===== config.mk =====
export PLATFORM = sky130hd
export DESIGN_NAME = fpu_division
export DESIGN_NICKNAME = d
export VERILOG_FILES = /design/src/rtl/fp32_pkg.sv /design/src/rtl/fp32_classify.sv /design/src/rtl/fpu_division.sv
export SDC_FILE = /design/constraint.sdc
export NUM_CORES = 1
export LEC_CHECK = 0
export CAP_MARGIN = 20
export CORE_UTILIZATION = 55
export CTS_BUF_LIST = sky130_fd_sc_hd__clkbuf_8
export CTS_CLUSTER_DIAMETER = 50
export DETAILED_ROUTE_END_ITERATION = 6
export GPL_ROUTABILITY_DRIVEN = 0
export PLACE_DENSITY = 0.9
export SLEW_MARGIN = 40
export SYNTH_ARGS = -nofsm -noshare
export SYNTH_HDL_FRONTEND = slang
export SYNTH_SLANG_ARGS = --single-unit

===== constraint.sdc =====
create_clock -name clk -period 7.6 [get_ports clk]
set_input_delay 1.52 -clock clk [delete_from_list [all_inputs] [get_ports clk]]
set_output_delay 1.52 -clock clk [all_outputs]
set_load 0.005 [all_outputs]

===== src/rtl/fp32_pkg.sv =====
// Shared binary32 definitions for the FPU adder, multiplier and divider.
package fp32_pkg;
  localparam int EXP_W = 8;
  localparam int MAN_W = 23;
  localparam int BIAS  = 127;

  localparam logic [31:0] QNAN    = 32'h7FC0_0000;
  localparam logic [31:0] POS_INF = 32'h7F80_0000;

  typedef struct packed {
    logic             sign;
    logic [EXP_W-1:0] exponent;
    logic [MAN_W-1:0] mantissa;
  } fp32_t;

  typedef enum logic [1:0] {ZERO, NORMAL, INF, NAN} fp_class_e;
endpackage


===== src/rtl/fp32_classify.sv =====
// Splits a binary32 operand into class, sign, exponent and mantissa with hidden bit.
module fp32_classify
  import fp32_pkg::*;
(
  input  logic [31:0]      operand,
  output fp_class_e        op_class,
  output logic             sign,
  output logic [EXP_W-1:0] exponent,
  output logic [MAN_W:0]   mantissa
);
  fp32_t fields;
  assign fields = operand;

  assign sign     = fields.sign;
  assign exponent = fields.exponent;
  // Denormals lose their fraction here, so they behave exactly like zero downstream.
  assign mantissa = (fields.exponent == '0) ? '0 : {1'b1, fields.mantissa};

  always_comb begin
    op_class = NORMAL;
    if (fields.exponent == '0)
      op_class = ZERO;
    else if (fields.exponent == '1)
      op_class = (fields.mantissa == '0) ? INF : NAN;
  end
endmodule


===== src/rtl/fpu_division.sv =====
// Free-running iterative binary32 divider: capture, 26 restoring steps, round,
// then publish o with a one-cycle finish pulse every 28 cycles.
module fpu_division
  import fp32_pkg::*;
(
  input  logic        clk,
  input  logic        rst_n,
  input  logic [31:0] a,
  input  logic [31:0] b,
  output logic [31:0] o,
  output logic        finish
);
  typedef enum logic [1:0] {S_CAPTURE, S_DIVIDE, S_ROUND} state_e;

  localparam logic [4:0] LAST_STEP = 5'd25;

  fp_class_e        a_class, b_class;
  logic             a_sign, b_sign;
  logic [EXP_W-1:0] a_exp, b_exp;
  logic [MAN_W:0]   a_man, b_man;

  fp32_classify u_class_a (
    .operand  (a),
    .op_class (a_class),
    .sign     (a_sign),
    .exponent (a_exp),
    .mantissa (a_man)
  );

  fp32_classify u_class_b (
    .operand  (b),
    .op_class (b_class),
    .sign     (b_sign),
    .exponent (b_exp),
    .mantissa (b_man)
  );

  state_e             state_reg;
  logic [4:0]         step_reg;
  logic               sign_reg;
  logic signed [9:0]  exp_reg;
  logic [24:0]        rem_reg;
  logic [MAN_W:0]     mb_reg;
  logic [25:0]        quo_reg;
  logic               special_reg;
  logic [31:0]        special_val_reg;
  logic [31:0]        o_reg;
  logic               finish_reg;

  logic               sign_next;
  logic signed [9:0]  exp_next;
  logic               special_next;
  logic [31:0]        special_val_next;

  assign sign_next = a_sign ^ b_sign;
  assign exp_next  = {2'b00, a_exp} - {2'b00, b_exp} + 10'(BIAS);

  // Special operands are decided at capture; the divide still runs so latency stays fixed.
  always_comb begin
    special_next     = 1'b1;
    special_val_next = '0;
    if (a_class == NAN || b_class == NAN ||
        (a_class == ZERO && b_class == ZERO) ||
        (a_class == INF && b_class == INF))
      special_val_next = QNAN;
    else if (b_class == ZERO || a_class == INF)
      special_val_next = {sign_next, POS_INF[30:0]};
    else if (b_class == INF || a_class == ZERO)
      special_val_next = {sign_next, 31'h0};
    else
      special_next = 1'b0;
  end

  logic               rem_ge;
  logic [24:0]        rem_sub;
  assign rem_ge  = (rem_reg >= {1'b0, mb_reg});
  assign rem_sub = rem_ge ? (rem_reg - {1'b0, mb_reg}) : rem_reg;

  logic [23:0]        mant_norm;
  logic               guard_bit, sticky_bit, round_up;
  logic signed [9:0]  exp_norm, exp_fin;
  logic [24:0]        mant_sum;
  logic [MAN_W-1:0]   frac_fin;
  logic [31:0]        result;

  always_comb begin
    if (quo_reg[25]) begin
      mant_norm  = quo_reg[25:2];
      guard_bit  = quo_reg[1];
      sticky_bit = quo_reg[0] | (rem_reg != '0);
      exp_norm   = exp_reg;
    end else begin
      mant_norm  = quo_reg[24:1];
      guard_bit  = quo_reg[0];
      sticky_bit = (rem_reg != '0);
      exp_norm   = exp_reg - 10'sd1;
    end
    round_up = guard_bit & (sticky_bit | mant_norm[0]);
    mant_sum = {1'b0, mant_norm} + {24'h0, round_up};
    // A carry out of rounding leaves 1.000..., so only the exponent moves.
    frac_fin = mant_sum[24] ? mant_sum[23:1] : mant_sum[22:0];
    exp_fin  = mant_sum[24] ? (exp_norm + 10'sd1) : exp_norm;

    if (special_reg)
      result = special_val_reg;
    else if (exp_fin >= 10'sd255)
      result = {sign_reg, POS_INF[30:0]};
    else if (exp_fin <= 10'sd0)
      result = {sign_reg, 31'h0};
    else
      result = {sign_reg, exp_fin[7:0], frac_fin};
  end

  always_ff @(posedge clk or negedge rst_n) begin
    if (!rst_n) begin
      state_reg       <= S_CAPTURE;
      step_reg        <= '0;
      sign_reg        <= 1'b0;
      exp_reg         <= '0;
      rem_reg         <= '0;
      mb_reg          <= '0;
      quo_reg         <= '0;
      special_reg     <= 1'b0;
      special_val_reg <= '0;
      o_reg           <= '0;
      finish_reg      <= 1'b0;
    end else begin
      finish_reg <= 1'b0;
      case (state_reg)
        S_CAPTURE: begin
          sign_reg        <= sign_next;
          exp_reg         <= exp_next;
          rem_reg         <= {1'b0, a_man};
          mb_reg          <= b_man;
          quo_reg         <= '0;
          special_reg     <= special_next;
          special_val_reg <= special_val_next;
          step_reg        <= '0;
          state_reg       <= S_DIVIDE;
        end
        S_DIVIDE: begin
          quo_reg  <= {quo_reg[24:0], rem_ge};
          rem_reg  <= {rem_sub[23:0], 1'b0};
          step_reg <= step_reg + 5'd1;
          if (step_reg == LAST_STEP)
            state_reg <= S_ROUND;
        end
        S_ROUND: begin
          o_reg      <= result;
          finish_reg <= 1'b1;
          state_reg  <= S_CAPTURE;
        end
        default: state_reg <= S_CAPTURE;
      endcase
    end
  end

  assign o      = o_reg;
  assign finish = finish_reg;
endmodule


==> results of run 1 <==
per-layer routing:
layer	track usage [%]	wire length (microns)	vias up
met1	34.61	9380	3924
met2	48.70	11140	351
li1	-	-	3895
met5	0	0	-
met3	6.028	1573	52
met4	12.04	664	0
cells by family after synthesis:
family                     Yosys count  synth area share [%]
adders and majority gates           40                 5.783
muxes                               37                 4.379
DFF                                130                 36.49
buffers and inverters              111                 5.038
xor gates and xnor gates            77                 7.565
and+or+nand+nor                    334                 18.89
AOI/OAI and AO/OA                  297                 21.85
layout make-up:
type | instances | area (sq um) | share of cell area, %
Inverter | 52 | 195.2 | 1.876
Multi-Input combinational cell | 785 | 5234 | 50.29
Timing Repair Buffer | 108 | 1089 | 10.46
Sequential cell | 130 | 3256 | 31.29
Clock buffer | 19 | 261.5 | 2.513
Clock inverter | 11 | 101.3 | 0.9739
Tap cell | 216 | 270.3 | 2.597
tightest hold or removal path: cells and delay by family, from the launching register on:
family	cells	cell delay, ns
DFF	1	0.35
AOI/OAI and AO/OA	1	0.06
and+or+nand+nor	1	0.05
power by group through the flow:
stage                     Clock [mW]  Combinational, mW  Sequential, mW
final                          0.557               1.51            1.15
after CTS                      0.564               1.49            1.15
after floorplan                    0               1.11            1.05
after detailed placement           0               1.48            1.16
after global routing           0.592               1.67            1.18
after global placement             0               1.43            1.14
path summary, 6_finish.rpt:
| kind | start | to | slack, ns | depth (start not counted) |
|---|---|---|---|---|
| setup / recovery | quo_reg[25] | o[5] | 3.54 | 9 |
| hold / removal | o[6] | o[6] | 0.49 | 2 |
| setup reg to reg | quo_reg[25] | o[5] | 3.54 | 9 |
| hold reg to reg | o[6] | o[6] | 0.49 | 2 |
| max in group asynchronous | rst_n | mb_reg[5] | 5.54 | 2 |
| min in group asynchronous | rst_n | o[28] | 1.05 | 1 |
Yosys cell counts, types with 13 or more instances:
master,number
sky130_fd_sc_hd__inv_1,52
sky130_fd_sc_hd__nor2_1,56
sky130_fd_sc_hd__a21oi_1,43
sky130_fd_sc_hd__ha_1,38
sky130_fd_sc_hd__clkbuf_1,43
sky130_fd_sc_hd__nor3_1,26
sky130_fd_sc_hd__xnor2_1,49
sky130_fd_sc_hd__a21o_1,13
sky130_fd_sc_hd__mux2i_1,24
sky130_fd_sc_hd__a22o_1,43
sky130_fd_sc_hd__xor2_1,28
sky130_fd_sc_hd__o21ai_0,105
sky130_fd_sc_hd__nor4_1,31
sky130_fd_sc_hd__dfrtp_1,130
sky130_fd_sc_hd__nand4_1,21
sky130_fd_sc_hd__nand3_1,44
sky130_fd_sc_hd__nand2_1,98
sky130_fd_sc_hd__nor2b_1,16
==> results.md, run 1 <==
- In this run the deepest clock path goes through 2 buffers.
- Net switching is 40.15% of the power.
- The H-tree was split into 4 levels.
- The cell repeated most along the worst path is sky130_fd_sc_hd__mux2_2.
- The routed layout has 8222 vias.
- The arrival time of data at the critical path endpoint is 4.45 ns.
- The count of maximum capacitance violations is 0.
- The part of the cycle the worst path needs is 53.38%.
- After detailed routing, the number of vias per cell comes to slightly above 6.
- Counting flops with a built-in enable in the synthesized netlist gives 0.
- The post-synthesis average cell area is 8.689 sq um.
- The tightest slew margin relative to the limit is 42.74%.
- For the final database, setup skew stands at ~0.011 ns.
- In this run, post-CTS hold repair placed 0 buffers.
- The sum of routed wire length over all layers is 22760 microns.
- The minimum clock period is 4.057 ns.
- Counting both buffers and inverters, the worst setup path holds a total of 1.
- The warning count from the yosys run is 0.
- Setup repair after global routing left no endpoint under its margin.
- The pin count of the biggest net entering global routing is 68.
- The net switching power figure is 1.292 mW.
- The number of standard cells in the final layout excluding fillers is 1321.
- The count of standard-cell rows is 46.
- The nature of the critical path endpoint is a register.
- Registers are responsible for 35.8% of the overall power.
- Derived from the worst setup path, the maximum achievable clock frequency is 0.2465 GHz.
- The I/O pin count is 99.
- The first detailed-routing pass took 5 iterations.
- The combinational cell fraction of total power is a little under half.
- The post-layout net count is 1200.
- The fraction of final layout cells sized beyond drive strength 1 is approximately 6%.
- In this run, the clock network consumes between 15 and 20% of the power.
- The number of flip-flops in the largest register is 32.
- Dividing the detail-routed wire length by the instance count gives 17.23 microns.
- The initial utilization of the core area, before any placement, comes to 56.32%.
- The path type of the worst setup path is reg -> reg.
- The number of max-slew violations in the final report is 0.
- The die area is 16720 sq um.
- In this run the tool buffered the top-level ports with just under 100 buffer cells.
- The post-CTS setup-driven buffer insertion count is 0.
- The initial antenna violation count is 0.
- TritonCTS built the clock tree.
- The number of buffers inserted during clock tree synthesis is 17.
- STA puts the critical path data required time at 7.99 ns.
- The area growth from synthesis to layout is 16.73%.
- The critical path's largest stage delay is 0.63 ns.
- The final hold violation count is 0.
- The layout has 1257 filler cells.
- The post-synthesis async set-or-reset flop share is 100.0%.
- The placed wire-length estimate after detailed placement is 16750 microns.
- Leaving out fill and tap cells, the most frequent cells in the layout are 128 x sky130_fd_sc_hd__dfrtp_1, 105 x sky130_fd_sc_hd__o21ai_0, 97 x sky130_fd_sc_hd__nand2_1, 97 x sky130_fd_sc_hd__clkdlybuf4s50_1, 57 x sky130_fd_sc_hd__inv_1.
- The most instantiated flip-flop cell in the synthesis netlist is sky130_fd_sc_hd__dfrtp_1.
- The width of the die is 129.3 microns.
- The vertical die dimension is 129.3 microns.
- The run finished with clean final reports.
- Summed over all layers, the global routing overflow is 0.
- The final worst-path setup slack is roughly 3.5 ns.
- The latest clock arrival within the worst-skew pair is 0.45 ns.
- The peak fanout along the critical path is 54.
- Counting flops and latches in the post-synthesis netlist gives 130.
- Total power for the finished layout comes to 3.218 mW.
- For the pin with the worst max-slew slack, the measured transition is 0.8590 ns.
- The cell area reported after detailed placement is 10030 sq um.
- When the netlist entered floorplanning its net count stood at approximately 1100.
- The first global-routing pass estimated 37220 microns of wire.
- For this design the static power due to leakage is 4.322 nW.
- The power density of the placed cells is between 300 and 400 nW/um^2.
- Once layout is complete, the utilization of the core stands at 65.75%.
- In the routed design, unresolved DRC markers number 0.
- After clock tree synthesis, the clock-pin slew on the worst setup and hold paths is 0.08 ns.
- In the final timing run, aggregate negative setup slack is 0 ns.
- After floorplanning, the core was sized to cover 15830 sq um.
- After synthesis, the cell types taking the most area are sky130_fd_sc_hd__dfrtp_1 36%, sky130_fd_sc_hd__o21ai_0 5.9%, sky130_fd_sc_hd__ha_1 5.3%.
- The cell class contributing the biggest share of worst-path delay is simple AND/OR/NAND/NOR gates.
- The leading area contributor after synthesis is sky130_fd_sc_hd__dfrtp_1.
- The type of the tightest min-delay check is reg -> reg.
- Setup violations remaining at the end of the flow were counted as 0.
- For this block, the initial DRC count from the detailed router was about 710.
- Walking the worst path, the cells encountered are buf_4 > mux2_2 > nand4b_2 > or4_4 > nor4_1 > mux2_2 > a41oi_1 > and4b_1 > a22o_1.
- The sequential element share of the synthesized area is about 36%.
- The total standard cell area after synthesis is 8915 sq um.
- The post-CTS resize count is 0.
- The category of the worst setup path launch point is a register.
- At the placement stage, the worst setup path has a slack of roughly 3.3 ns.
- Across every metal layer, demand over resource in global routing totals roughly 28%.
- Cell internal power was estimated by the tool at 1.926 mW.
- The via count of the first global-routing pass is 7752.
- The most common library cell in the layout ignoring fill and taps is sky130_fd_sc_hd__dfrtp_1.
- The share of synthesized area in the top cell type comes to 36.49%.
- The number of antenna diodes is 0.
- Across the VDD grid, the largest voltage drop is roughly 0.16 mV.
- The root cell of the clock tree is sky130_fd_sc_hd__clkbuf_8.
- The cell area after layout is 10410 sq um.
- The remaining number of nets flagged by the antenna check after routing is 0.
- The tightest hold path in the finished design has a slack of 0.4878 ns.
- Synthesis produced a netlist whose cell count is 1026.
- The number of different library cells used by synthesis comes to 67.
- The post-placement cell count is 1291.
- Clock tree synthesis found a total of between 100 and 150 sinks.
- The slowest library cell on the worst path is sky130_fd_sc_hd__or4_4.
Note: power is estimated with default switching activity, not from simulation.
==> run 2, diff against run 1 <==
clock period = 3.9 ns   (was 7.6 ns; I/O delays follow)
==> results.md, run 2 (synthesized netlist as in run 1, its figures left out) <==
- The slew at the pin closest to its max-slew limit is 0.8004 ns (-0.05858 ns).
- Among all stages on the critical path, the largest delay is contributed by sky130_fd_sc_hd__or4_4.
- Setup repair after global routing left no endpoint under its margin.
- The maximum resistive drop on vdd was 0.5570 mV (+240%).
- The post-route core utilization is 66.60% (+0.85 points).
- The maximum clock insertion buffer count is 2 (unchanged).
- The worst flop-to-flop path startpoint is quo_reg[25].
- The critical path's largest stage delay is 0.55 ns (-0.08 ns).
- The total of endpoints with negative setup slack in the final report is 0 (unchanged).
- The type of the tightest min-delay check is in -> async.
- The width of the die is 129.3 microns (unchanged).
- The power density of the placed cells came to 613.6 nW/um^2 (+98%).
- The depth of the worst register-to-register path is 11 (+2).
- The number of standard cells in the final layout excluding fillers is 1329 (+0.61%).
- The post-placement cell count is 1297 (+0.46%).
- The count of maximum capacitance violations came to 0 (unchanged).
- The total global routing track utilization is 28.54% (+0.13 points).
- The vertical die dimension is 129.3 microns (unchanged).
- The fraction of final layout cells sized beyond drive strength 1 was 7.098% (+1.0 points).
- The number of buffers inserted during clock tree synthesis is 17 (unchanged).
- The peak fanout along the critical path was 14 (-74%).
- The minimum clock period is 3.721 ns (-0.3364 ns).
- The number of antenna diodes was 0 (unchanged).
- The via-per-instance ratio was 6.167 (-0.92%).
- The number of flip-flops in the largest register was 32 (unchanged).
- The clock-pin slew on the worst setup and hold paths is 0.08 ns (about the same).
- The arrival time of data at the critical path endpoint is 4.12 ns (-0.33 ns).
- The I/O pin count is 99 (unchanged).
- The DRC violation total after the first TritonRoute iteration came to 711 (-0.28%).
- The endpoint required time on the critical path is 4.30 ns (-3.69 ns).
- The placed wire-length estimate after detailed placement was 16830 microns (+0.52%).
- The post-route setup TNS is 0 ns (unchanged).
- The number of max-slew violations in the final report is 0 (unchanged).
- The setup slack of the most critical reg-to-reg path was 0.18 ns (-3.36 ns).
- The count of standard-cell rows was 46 (unchanged).
- The remaining number of nets flagged by the antenna check after routing is 0 (unchanged).
- The final setup skew was 0.01029 ns (-0.0004302 ns).
- The critical path goes through mux2i_1 > nor2b_1 > ha_1 > nand2_1 > nand4b_2 > or4_4 > nor4_1 > mux2_2 > a41oi_1 > and4b_1 > a22o_1.
- The root cell of the clock tree is sky130_fd_sc_hd__clkbuf_8.
- The final hold violation count came to 0 (unchanged).
- Among cell families on the critical path, the largest total delay comes from simple AND/OR/NAND/NOR gates.
- The initial antenna violation count is 0 (unchanged).
- The sum of routed wire length over all layers was 22770 microns (about the same).
- The buffering stage count on the worst path with inverters included is 0 (-1).
- The tightest slew margin relative to the limit came to 46.15% (+3.4 points).
- The global-route wire length before repair is 37670 microns (+1.2%).
- The number of port buffers is 98 (unchanged).
- The flow ran to the end, and the final reports show no timing, DRC or antenna violations.
- The final global-route overflow total came to 0 (unchanged).
- The post-layout net count is 1206 (+0.50%).
- The library cells used most frequently in the layout, excluding fill and tap cells, are 128 x sky130_fd_sc_hd__dfrtp_1, 105 x sky130_fd_sc_hd__o21ai_0, 97 x sky130_fd_sc_hd__nand2_1, 97 x sky130_fd_sc_hd__clkdlybuf4s50_1, 54 x sky130_fd_sc_hd__nor2_1.
- The via count of the first global-routing pass is 7827 (+0.97%).
- The die area was 16720 sq um (unchanged).
- The detailed-route DRC error count is 0 (unchanged).
- The maximum operating frequency is 0.2688 GHz (+9.0%).
- The total iterations of the first detailed-routing run is 5 (unchanged).
- The latest clock arrival within the worst-skew pair is 0.46 ns (about the same).
- The library cell used most frequently in the layout, excluding fill and tap cells, is sky130_fd_sc_hd__dfrtp_1.
- The critical path in this run is classified as reg -> reg.
- The worst register-to-register path ends at o[19].
- The post-CTS resize count came to 0 (unchanged).
- The CTS sink count is 130 (unchanged).
- The total via count in the routed design is 8196 (-0.32%).
- The area of the placeable core is 15830 sq um (unchanged).
- The post-CTS setup-driven buffer insertion count is 0 (unchanged).
- The number of H-tree branching levels is 4 (unchanged).
- The category of the worst setup path launch point is a register.
- The part of the cycle the worst path needs is 95.41% (+42 points).
- The initial core utilization is 56.32% (unchanged).
- The nature of the critical path endpoint is a register.
- The post-detailed-route wirelength per cell is 17.14 microns (-0.52%).
- The static leakage power is 4.378 nW (+1.3%).
- The total of hold buffers inserted after clock tree synthesis was 0 (unchanged).
- TritonCTS built the clock tree.
- Compared with the post-synthesis result, the final layout area differs by 18.25%.
- The pin count of the biggest net entering global routing is 72 (+5.9%).
run 2: stage by stage:
step	instance area (sq um)	total power, mW	hold slack, ns	setup WS [ns]
2_1_floorplan	8921	4.217	0.4428	0.02779
3_3_place_gp	10050	5.045	0.4570	0.4580
3_5_place_dp	10110	5.178	0.4697	0.2974
4_1_cts	10530	6.435	0.3433	0.2111
5_1_grt	10540	6.903	0.3778	0.06280
6_report	10540	6.469	0.3247	0.1792
run 2: worst max-delay path by stage:
stage | end | from | slack (ns) | cells past startpoint
2_1_floorplan | o[21] | quo_reg[25] | 0.03 | 16
3_3_place_gp | o[7] | quo_reg[25] | 0.46 | 11
3_5_place_dp | o[1] | quo_reg[25] | 0.30 | 11
4_1_cts | o[19] | quo_reg[25] | 0.21 | 11
5_1_grt | o[9] | quo_reg[25] | 0.06 | 11
6_report | o[19] | quo_reg[25] | 0.18 | 11
run 2: layout make-up:
cell class / count / area (sq um)
inverters: 52 / 195.2
clock buffers: 17 / 234.0
multi-input cells: 785 / 5239
fillers: 1248 / 5286
well taps: 216 / 270.3
repair buffers: 114 / 1155
flip-flops and latches: 130 / 3256
clock inverters: 15 / 192.7
run 2: layer usage:
| metal | wire, microns | GRT usage [%] |
|---|---|---|
| met1 | 9638 | 35.79 |
| met2 | 11050 | 48.61 |
| met3 | 1443 | 5.698 |
| met4 | 647 | 10.80 |
| met5 | 0 | 0 |
run 2: where the power goes:
group          leakage (nW)  internal [mW]  switching [mW]  total [mW]
registers              1.56           1.75           0.488        2.24
logic                  2.60           1.44            1.55        2.98
clock network         0.213          0.690           0.554        1.24
total                  4.38           3.88            2.59        6.47
